File: src/rtl/hall_tracker_if.sv
`default_nettype none
// ============================================================================
// Module   : hall_tracker_if
// Brief    : Hall input / position-status bundle between pins, tracker and regs
// Revision : 1.0 - initial release
// ============================================================================
interface hall_tracker_if #(
    parameter int COUNT_WIDTH  = 16,
    parameter int PERIOD_WIDTH = 16
);
    logic [2:0]              hall;
    logic                    clear_fault;
    logic [COUNT_WIDTH-1:0]  count;
    logic                    step_up;
    logic                    step_down;
    logic                    direction;
    logic [PERIOD_WIDTH-1:0] period;
    logic                    period_valid;
    logic                    fault;
    logic                    fault_sticky;

    modport master (
        output hall, clear_fault,
        input  count, step_up, step_down, direction,
        input  period, period_valid, fault, fault_sticky
    );

    modport slave (
        input  hall, clear_fault,
        output count, step_up, step_down, direction,
        output period, period_valid, fault, fault_sticky
    );
endinterface
`default_nettype wire

File: src/rtl/hall_tracker.sv
`default_nettype none
// ============================================================================
// Module   : hall_tracker
// Brief    : Hall deglitch, six-step position tracking, step period and faults
// Revision : 1.0 - initial release
// ============================================================================
module hall_tracker #(
    parameter int COUNT_WIDTH   = 16,
    parameter int PERIOD_WIDTH  = 16,
    parameter int FILTER_CYCLES = 4,
    parameter int DIR_INVERT    = 0
) (
    input  wire logic     clk,
    input  wire logic     reset,
    hall_tracker_if.slave bus
);
    localparam int                      c_FCW      = (FILTER_CYCLES < 2) ? 1 : $clog2(FILTER_CYCLES);
    localparam logic [c_FCW-1:0]        c_FLT_LAST = c_FCW'(FILTER_CYCLES - 1);
    localparam logic [c_FCW-1:0]        c_FLT_ONE  = c_FCW'(1);
    localparam logic [COUNT_WIDTH-1:0]  c_CNT_ONE  = COUNT_WIDTH'(1);
    localparam logic [PERIOD_WIDTH-1:0] c_PER_ONE  = PERIOD_WIDTH'(1);
    localparam logic [PERIOD_WIDTH-1:0] c_PER_MAX  = '1;
    localparam logic [2:0]              c_IDX_BAD  = 3'd7;

    // Position of a hall code in the forward sequence; 000/111 map to c_IDX_BAD.
    function automatic logic [2:0] f_idx(input logic [2:0] s);
        case (s)
            3'b101:  f_idx = 3'd0;
            3'b100:  f_idx = 3'd1;
            3'b110:  f_idx = 3'd2;
            3'b010:  f_idx = 3'd3;
            3'b011:  f_idx = 3'd4;
            3'b001:  f_idx = 3'd5;
            default: f_idx = c_IDX_BAD;
        endcase
    endfunction

    logic [2:0]              r_sync1;
    logic [2:0]              r_hs;
    logic [2:0]              r_hs_prev;
    logic [2:0]              r_state;
    logic [c_FCW-1:0]        r_fcnt;
    logic [COUNT_WIDTH-1:0]  r_count;
    logic                    r_step_up;
    logic                    r_step_down;
    logic                    r_dir;
    logic [PERIOD_WIDTH-1:0] r_period;
    logic                    r_period_valid;
    logic                    r_fault;
    logic                    r_fault_sticky;
    logic [PERIOD_WIDTH-1:0] r_timer;
    logic                    r_ref_ok;

    logic       w_qual;
    logic       w_accept;
    logic [2:0] w_idx_old;
    logic [2:0] w_idx_new;
    logic       w_old_legal;
    logic       w_new_legal;
    logic [2:0] w_succ;
    logic [2:0] w_pred;
    logic       w_seq_fwd;
    logic       w_seq_bwd;
    logic       w_up;
    logic       w_down;
    logic       w_step;
    logic       w_fault;
    logic       w_same_dir;

    assign w_qual      = (r_hs != r_state) && (r_hs == r_hs_prev);
    assign w_accept    = w_qual && (r_fcnt == c_FLT_LAST);

    assign w_idx_old   = f_idx(r_state);
    assign w_idx_new   = f_idx(r_hs);
    assign w_old_legal = (w_idx_old != c_IDX_BAD);
    assign w_new_legal = (w_idx_new != c_IDX_BAD);
    assign w_succ      = (w_idx_old == 3'd5) ? 3'd0 : (w_idx_old + 3'd1);
    assign w_pred      = (w_idx_old == 3'd0) ? 3'd5 : (w_idx_old - 3'd1);
    assign w_seq_fwd   = w_old_legal && w_new_legal && (w_idx_new == w_succ);
    assign w_seq_bwd   = w_old_legal && w_new_legal && (w_idx_new == w_pred);

    assign w_up        = w_accept && ((DIR_INVERT != 0) ? w_seq_bwd : w_seq_fwd);
    assign w_down      = w_accept && ((DIR_INVERT != 0) ? w_seq_fwd : w_seq_bwd);
    assign w_step      = w_up || w_down;
    // An unknown reference (000/111) only faults if the new code is itself illegal.
    assign w_fault     = w_accept && (!w_new_legal || (w_old_legal && !w_seq_fwd && !w_seq_bwd));
    assign w_same_dir  = r_ref_ok && (r_dir == w_up);

    always_ff @(posedge clk or posedge reset) begin
        if (reset) begin
            r_sync1        <= 3'b000;
            r_hs           <= 3'b000;
            r_hs_prev      <= 3'b000;
            r_state        <= 3'b000;
            r_fcnt         <= '0;
            r_count        <= '0;
            r_step_up      <= 1'b0;
            r_step_down    <= 1'b0;
            r_dir          <= 1'b0;
            r_period       <= c_PER_MAX;
            r_period_valid <= 1'b0;
            r_fault        <= 1'b0;
            r_fault_sticky <= 1'b0;
            r_timer        <= '0;
            r_ref_ok       <= 1'b0;
        end else begin
            r_sync1   <= bus.hall;
            r_hs      <= r_sync1;
            r_hs_prev <= r_hs;

            if (w_accept || !w_qual) begin
                r_fcnt <= '0;
            end else begin
                r_fcnt <= r_fcnt + c_FLT_ONE;
            end

            if (w_accept) begin
                r_state <= r_hs;
            end

            r_step_up   <= w_up;
            r_step_down <= w_down;
            r_fault     <= w_fault;

            if (w_up) begin
                r_count <= r_count + c_CNT_ONE;
            end else if (w_down) begin
                r_count <= r_count - c_CNT_ONE;
            end

            if (w_step) begin
                r_dir <= w_up;
            end

            // A clear during the visible fault pulse is ignored.
            if (w_fault) begin
                r_fault_sticky <= 1'b1;
            end else if (bus.clear_fault && !r_fault) begin
                r_fault_sticky <= 1'b0;
            end

            if (w_step || w_fault) begin
                r_timer <= c_PER_ONE;
            end else if (r_timer != c_PER_MAX) begin
                r_timer <= r_timer + c_PER_ONE;
            end

            if (w_step) begin
                r_ref_ok <= 1'b1;
                if (w_same_dir) begin
                    r_period       <= r_timer;
                    r_period_valid <= 1'b1;
                end else begin
                    r_period_valid <= 1'b0;
                end
            end else if (w_fault) begin
                r_ref_ok       <= 1'b0;
                r_period_valid <= 1'b0;
            end else if (r_timer == c_PER_MAX) begin
                // Stall: the next step has no trustworthy start time.
                r_ref_ok       <= 1'b0;
                r_period       <= c_PER_MAX;
                r_period_valid <= 1'b0;
            end
        end
    end

    assign bus.count        = r_count;
    assign bus.step_up      = r_step_up;
    assign bus.step_down    = r_step_down;
    assign bus.direction    = r_dir;
    assign bus.period       = r_period;
    assign bus.period_valid = r_period_valid;
    assign bus.fault        = r_fault;
    assign bus.fault_sticky = r_fault_sticky;
endmodule
`default_nettype wire

File: src/flat_wrapper.sv
// flat-port wrapper written by rule: the top's interface ports become plain ports
module hall_tracker_flat 
#(
    parameter int COUNT_WIDTH   = 16,
    parameter int PERIOD_WIDTH  = 16,
    parameter int FILTER_CYCLES = 4,
    parameter int DIR_INVERT    = 0
)
  (clk, reset, bus_hall, bus_clear_fault, bus_count, bus_step_up, bus_step_down, bus_direction, bus_period, bus_period_valid, bus_fault, bus_fault_sticky);
  hall_tracker_if #(.COUNT_WIDTH(COUNT_WIDTH), .PERIOD_WIDTH(PERIOD_WIDTH)) bus_i ();
  input  wire logic clk;
  input  wire logic reset;
  input wire logic [$bits(bus_i.hall)-1:0] bus_hall;
  input wire logic [$bits(bus_i.clear_fault)-1:0] bus_clear_fault;
  output wire logic [$bits(bus_i.count)-1:0] bus_count;
  output wire logic [$bits(bus_i.step_up)-1:0] bus_step_up;
  output wire logic [$bits(bus_i.step_down)-1:0] bus_step_down;
  output wire logic [$bits(bus_i.direction)-1:0] bus_direction;
  output wire logic [$bits(bus_i.period)-1:0] bus_period;
  output wire logic [$bits(bus_i.period_valid)-1:0] bus_period_valid;
  output wire logic [$bits(bus_i.fault)-1:0] bus_fault;
  output wire logic [$bits(bus_i.fault_sticky)-1:0] bus_fault_sticky;
  assign bus_i.hall = bus_hall;
  assign bus_i.clear_fault = bus_clear_fault;
  assign bus_count = bus_i.count;
  assign bus_step_up = bus_i.step_up;
  assign bus_step_down = bus_i.step_down;
  assign bus_direction = bus_i.direction;
  assign bus_period = bus_i.period;
  assign bus_period_valid = bus_i.period_valid;
  assign bus_fault = bus_i.fault;
  assign bus_fault_sticky = bus_i.fault_sticky;
  hall_tracker #(.COUNT_WIDTH(COUNT_WIDTH), .PERIOD_WIDTH(PERIOD_WIDTH), .FILTER_CYCLES(FILTER_CYCLES), .DIR_INVERT(DIR_INVERT)) u_core (.clk(clk), .reset(reset), .bus(bus_i));
endmodule
File: config.mk
export PLATFORM = sky130hd
export DESIGN_NAME = hall_tracker_flat
export DESIGN_NICKNAME = d
export VERILOG_FILES = /design/src/rtl/hall_tracker_if.sv /design/src/rtl/hall_tracker.sv /design/src/flat_wrapper.sv
export SDC_FILE = /design/constraint.sdc
export NUM_CORES = 1
export LEC_CHECK = 0
export CORE_ASPECT_RATIO = 1.5
export CORE_MARGIN = 1.5
export CORE_UTILIZATION = 56
export CTS_BUF_LIST = sky130_fd_sc_hd__clkbuf_16
export CTS_CLUSTER_DIAMETER = 200
export DETAILED_ROUTE_END_ITERATION = 7
export PLACE_DENSITY = 0.87
export SLEW_MARGIN = 20
export SYNTH_ARGS = -nofsm -noshare
export SYNTH_HDL_FRONTEND = slang
export SYNTH_SLANG_ARGS = --single-unit
File: constraint.sdc
create_clock -name clk -period 5.2 [get_ports clk]
set_clock_uncertainty 0.2 [all_clocks]
set_input_delay 1.04 -clock clk [delete_from_list [all_inputs] [get_ports clk]]
set_output_delay 1.04 -clock clk [all_outputs]
set_load 0.01 [all_outputs]
==> metrics.cfg, run 1 <==
[yosys]
ys_async_sr_fraction=1.00
synth_area_leaders=dfrtp_1 (36%), dfstp_2 (11%), ha_1 (6.1%)
synth_edf_count=0
avgSynthCellArea_um2=10.4
ys_warn_count=0
syn_area_mm2=0.00371
synth_top_cell_area_share=0.357
synthFlopType=dfrtp_1
synth_cell_type_count=58
synth_top_cell_by_area=dfrtp_1
synth_seq_cells=69
synth_nets=383
synth_seq_area_share=0.470
syn_inst=358

[sta]
slew_violations=0
period_share=0.913
final.min_clock_period_ns=4.75
setup_tns_ns=0
rsz0062_at_grt=no
maxSlewHeadroom=0.475
setup_violations=0
hold_viol=0
fmax_ghz=0.211
worstMarginPinSlew_ns=0.787
finalWorstSetupSlack_ns=0.454

[finish]
final_cell_area_mm2=0.00447
diodes=0
area_growth_pct=20.2
layout_common_cells=dfrtp_1 (53), clkdlybuf4s50_1 (43), nand2_1 (38)
finalNonFillerCells=481
layout_commonest_cell=dfrtp_1
drive_gt1_frac=0.114
finalNetCount=425
fillers=474

[placement]
dpl_cell_area_mm2=0.00418
place.port_buffers=43
dp_hpwl_mm=5.61
place_ws_ns=0.554
place.gp.congestion=0.860
dp_cells=465

[setup_path]
rr_worst_depth=17
crit_fanout=11
rrSetupSlack_ns=0.45
worstPathRequired_ns=5.24
arrival_ns=4.79
worstSetupPathType=reg -> reg
end_kind=register
cp-startpoint=u_core.r_state[2]
crit_end=u_core.bus.count[15]
r2r_end=u_core.bus.count[15]
regToRegStartpoint=u_core.r_state[2]
startpoint_type=register

[die]
die_x_um=69.5
start_util=0.577
die-area_mm2=0.00714
row_count=36
num_io_pins=44
die_h_um=103
core-area_mm2=0.00644

[power_and_ir_drop]
p_leak_uw=0.00202
p_per_area_mw_per_mm2=274
vdd_ir_drop_max_mv=0.198

[cts]
clk_pin_slew_ns=0.05
worstSkewPairLatency_ns=0.34
cts-buffers-inserted=9
clockBufferDepth=2
hold_buffers=0
cts_tree=yes
root_buffer=clkbuf_16
ctsHtreeMaxLevel=3
cts_sinks=69

[global_route]
antenna_found_initial=0
grt_use_total=0.249
grt_pass1_vias=2923
overflow=0
grt_pass1_wl_mm=13.8
grt_start_max_net_pins=40

[routing]
wire_per_inst_um=16.9
drc=0
drt_iter0_drc=214
postRouteAntennaNets=0
viasPerCell=6.12
drt_pass1_iterations=4
drt_wl_total_mm=8.11
vias=2944

[run]
cap_violations=0

[hold_path]
hold_path.class=reg -> reg

[outcome]
status=completed

sequential cells by signal, indices dropped and copies added, names as in the netlist:
| signal | cells |
|---|---|
| u_core.r_hs | 3 |
| u_core.bus.fault_sticky | 1 |
| u_core.bus.fault | 1 |
| u_core.r_hs_prev | 3 |
| u_core.r_sync1 | 3 |
| u_core.bus.period_valid | 1 |
| u_core.bus.direction | 1 |
| u_core.r_ref_ok | 1 |
| u_core.bus.step_up | 1 |
| u_core.bus.count | 16 |
| u_core.bus.period | 16 |
| u_core.r_timer | 16 |
| u_core.bus.step_down | 1 |
| u_core.r_state | 3 |
| u_core.r_fcnt | 2 |
power by group:
group / switching (uW) / internal [uW] / total [uW] / leakage [uW]
sequential: 30.7 / 560 / 590 / 0.000871
combinational: 33.6 / 24.7 / 58.4 / 0.000999
clock: 214 / 360 / 574 / 0.000149
total: 278 / 944 / 1220 / 0.00202
layout make-up:
type,count,area (um2),share of cell area
multi-input combinational,262,1850,0.415
tap,76,95.1,0.0213
sequential,69,1750,0.391
timing repair buffer,45,445,0.0997
clock buffer,9,225,0.0504
inverter,13,48.8,0.0109
clock inverter,7,52.6,0.0118
synthesized netlist by cell type (all sizes together) (10+ instances only):
| cell type | instances |
|---|---|
| o22a | 16 |
| xnor2 | 14 |
| xor2 | 16 |
| nor2 | 17 |
| o21ai | 22 |
| dfrtp | 53 |
| dfstp | 16 |
| a21oi | 21 |
| buf | 11 |
| nand2 | 39 |
| inv | 13 |
| a21o | 10 |
| ha | 18 |
timing repair:
action                     in CTS  in global routing
setup endpoints to repair       0                  1
buffers inserted                0                  0
gates resized for setup         0                  1
metal layers:
layer  share of wire  track usage  wire, um  vias to the layer above
met4           0.038        0.125       308                        0
met1            0.40        0.294      3210                     1445
met2            0.52        0.427      4230                       90
li1                -            -         -                     1385
met3           0.044       0.0596       359                       24
met5               0            0         0                        -
kinds of logic after synthesis:
family	Yosys count	synth area share
xor+xnor	30	0.0707
fa+ha+maj	19	0.0660
mux	8	0.0236
buf+inv	27	0.0340
flops	69	0.470
compound gates	91	0.177
simple gates	114	0.159
how the worst min path moves through the flow:
stage | endpoint | cells after the start | start | slack (ns)
2_1_floorplan | u_core.r_hs[0] | 0 | u_core.r_sync1[0] | 0.13
4_1_cts | u_core.r_hs[2] | 0 | u_core.r_sync1[2] | 0.15
5_1_grt | u_core.r_hs[2] | 0 | u_core.r_sync1[2] | 0.17
3_3_place_gp | u_core.r_hs[1] | 0 | u_core.r_sync1[1] | 0.13
6_report | u_core.r_hs[2] | 0 | u_core.r_sync1[2] | 0.15
3_5_place_dp | u_core.r_hs[1] | 0 | u_core.r_sync1[1] | 0.14
stage by stage:
step / hold WS (ns) / util / power [uW]
finish: 0.154 / 0.693 / 1220
detailed placement: 0.140 / 0.649 / 657
CTS: 0.153 / 0.692 / 1230
global route: 0.169 / 0.693 / 1270
global placement: 0.132 / 0.649 / 652
floorplan: 0.131 / - / 635
worst max-delay path, cell delays in order, from the launching register on:
cell      delay (ns)
dfrtp_1         0.56
nor2b_1         0.28
a21oi_1         0.08
ha_1            0.39
inv_1           0.08
nor3_1          0.21
o21ai_1         0.12
a32oi_4         0.39
nand2_2         0.25
buf_4           0.25
ha_1            0.36
a21oi_1         0.21
o21a_1          0.15
o21ai_0         0.08
a21o_1          0.20
a221oi_1        0.35
mux2i_1         0.28
xor2_1          0.22
(Power assumes the default switching activity.)
==> run 2, diff against run 1 <==
- CORE_MARGIN: 1.5 -> 5
- CORE_UTILIZATION: 56 -> 63
- DONT_BUFFER_PORTS: default -> 1
- MAX_ROUTING_LAYER: default -> met4
- PLACE_DENSITY: 0.87 -> 0.86
==> run 2 against run 1 <==
Sequential cell count did not move. Highest routed layer unchanged. Combinational power decreased by 7.5%. Critical endpoint unchanged. Power grew 6.1%. Non-clock buffer count shrank 43.
==> metrics.cfg, run 2 (same netlist as run 1, synthesis figures left out) <==
[finish]
layout_common_cells=dfrtp_1 (53), nand2_1 (39), a21oi_1 (20)
drive_gt1_frac=0.138  ; +0.0245
fillers=444  ; -6.3%
finalNetCount=382  ; -10%
layout_commonest_cell=dfrtp_1
diodes=0  ; unchanged
area_growth_pct=9.60
final_cell_area_mm2=0.00407  ; -8.8%

[power_and_ir_drop]
p_comb_frac=0.042  ; -0.006
internal-power_uw=1000  ; +6.1%
switching_share=0.228  ; +0.000448
p_clk_frac=0.505  ; +0.035
p_leak_uw=0.00187  ; -7.4%
vdd_ir_drop_max_mv=0.390  ; +97%
p_switching_uw=296  ; +6.3%
p_per_area_mw_per_mm2=319  ; +16%
seqPwrFrac=0.454  ; -0.029

[die]
start_util=0.642  ; +0.0654
die-area_mm2=0.00756  ; +5.9%
die_h_um=104  ; +1.3%
num_io_pins=44  ; unchanged
core-area_mm2=0.00579  ; -10%
row_count=34  ; -5.6%
die_x_um=72.7  ; +4.6%

[setup_path]
regToRegStartpoint=u_core.r_state[2]
slowest_delay_ns=0.53  ; -0.03 ns
path_delay_family=compound AO/OA/AOI/OAI gates
worstSetupPathType=reg -> reg
crit_chain=nor2b_1 -> a21oi_1 -> ha_1 -> inv_1 -> nor3_1 -> o21ai_1 -> a32oi_4 -> nand2_1 -> buf_4 -> ha_1 -> a21oi_1 -> o21ai_0 -> a21o_1 -> a221oi_1 -> mux2i_1 -> xor2_1
rrSetupSlack_ns=0.66  ; +0.21 ns
rr_worst_depth=16  ; -1
r2r_end=u_core.bus.count[15]
end_kind=register
crit_fanout=15  ; +4
arrival_ns=4.59  ; -0.20 ns
worstPathRequired_ns=5.25  ; about the same
crit_slowest_cell=dfrtp_1
startpoint_type=register
crit_buf_inv=2  ; unchanged

[placement]
dp_hpwl_mm=5.33  ; -4.9%
place.port_buffers=0  ; -100%
place.gp.congestion=0.907  ; +5.5%
dpl_cell_area_mm2=0.00374  ; -10%

[run]
cap_violations=0  ; unchanged

[routing]
drt_pass1_iterations=4  ; unchanged
drt_wl_total_mm=7.44  ; -8.2%
viasPerCell=6.13  ; +0.21%
vias=2662  ; -9.6%
postRouteAntennaNets=0  ; unchanged
wire_per_inst_um=17.2  ; +1.8%
drc=0  ; unchanged
drt_iter0_drc=158  ; -26%

[cts]
root_buffer=clkbuf_16
hold_buffers=0  ; unchanged
cts-buffers-inserted=9  ; unchanged
ctsResizeCount=0  ; unchanged
worstSkewPairLatency_ns=0.33  ; about the same
ctsHtreeMaxLevel=3  ; unchanged
clockBufferDepth=2  ; unchanged
clk_pin_slew_ns=0.06  ; about the same
cts_sinks=69  ; unchanged
cts_tree=yes
post_cts_buffers=0  ; unchanged

[hold_path]
holdPathEnd=u_core.r_hs[1]
hold_path.class=reg -> reg
hp-start=u_core.r_sync1[1]
worstHoldPathCells=0  ; unchanged

[sta]
setup_violations=0  ; unchanged
slew_violations=0  ; unchanged
setup_tns_ns=0  ; unchanged
maxSlewHeadroom=0.469  ; -0.00620
fmax_ghz=0.220  ; +4.5%
rsz0062_at_grt=no
worstMarginPinSlew_ns=0.797  ; +0.00941 ns
hold_viol=0  ; unchanged
final.min_clock_period_ns=4.54  ; -0.205 ns
period_share=0.873  ; -0.0395

[global_route]
grt_use_total=0.217  ; -0.0322
antenna_found_initial=0  ; unchanged
grt_pass1_vias=2677  ; -8.4%
grt_start_max_net_pins=38  ; -5.0%
grt_pass1_wl_mm=12.6  ; -8.9%
overflow=0  ; unchanged

[outcome]
status=completed

run 2: changes by cell type in the layout (fill, tap and decap cells not counted):
| cell | change |
|---|---|
| clkdlybuf4s50_1 | -43 |
| nand2_2 | -1 |
| inv_6 | +2 |
| clkinv_1 | -1 |
| inv_1 | -4 |
| bufinv_16 | +1 |
| nand2_1 | +1 |
| clkinvlp_4 | +2 |
run 2: power by group through the flow:
stage / sequential, uW / combinational (uW) / clock (uW)
2_1_floorplan: 586 / 49.3 / 0
3_3_place_gp: 596 / 51.9 / 0
3_5_place_dp: 597 / 54.2 / 0
4_1_cts: 588 / 54.8 / 662
5_1_grt: 593 / 62.9 / 686
6_report: 588 / 54.0 / 655
run 2: metrics by stage:
step                hold slack [ns]  utilization  std cells  power [uW]  setup WS, ns
floorplan                     0.131            -        358         635         0.982
global placement              0.133        0.647        418         648         0.978
detailed placement            0.136        0.647        418         651         0.759
CTS                           0.143        0.702        434        1300         0.693
global route                  0.152        0.704        434        1340         0.293
finish                        0.144        0.704        434        1300         0.660
run 2: area by class of cell:
cell class | instances | area, um2 | area share
clock buffers | 9 | 225 | 0.0553
clock inverters | 7 | 96.3 | 0.0237
inverters | 13 | 48.8 | 0.0120
multi-input cells | 262 | 1850 | 0.454
flip-flops and latches | 69 | 1750 | 0.429
well taps | 72 | 90.1 | 0.0221
repair buffers | 2 | 15.0 | 0.00369
run 2: per-layer routing:
layer | track usage | share of wire
met2 | 0.344 | 0.52
met3 | 0.0812 | 0.063
met4 | 0.0805 | 0.022
met1 | 0.246 | 0.39
met5 | - | 0
run 2: worst max path at each step:
stage                 startpoint                    to  slack (ns)  cells after the start
2_1_floorplan  u_core.r_state[2]  u_core.bus.count[15]        0.98                     17
3_3_place_gp   u_core.r_state[2]  u_core.bus.count[15]        0.98                     17
3_5_place_dp   u_core.r_state[2]  u_core.bus.count[15]        0.76                     16
4_1_cts        u_core.r_state[2]  u_core.bus.count[15]        0.69                     16
5_1_grt        u_core.r_state[2]  u_core.bus.count[15]        0.29                     16
6_report       u_core.r_state[2]  u_core.bus.count[15]        0.66                     16
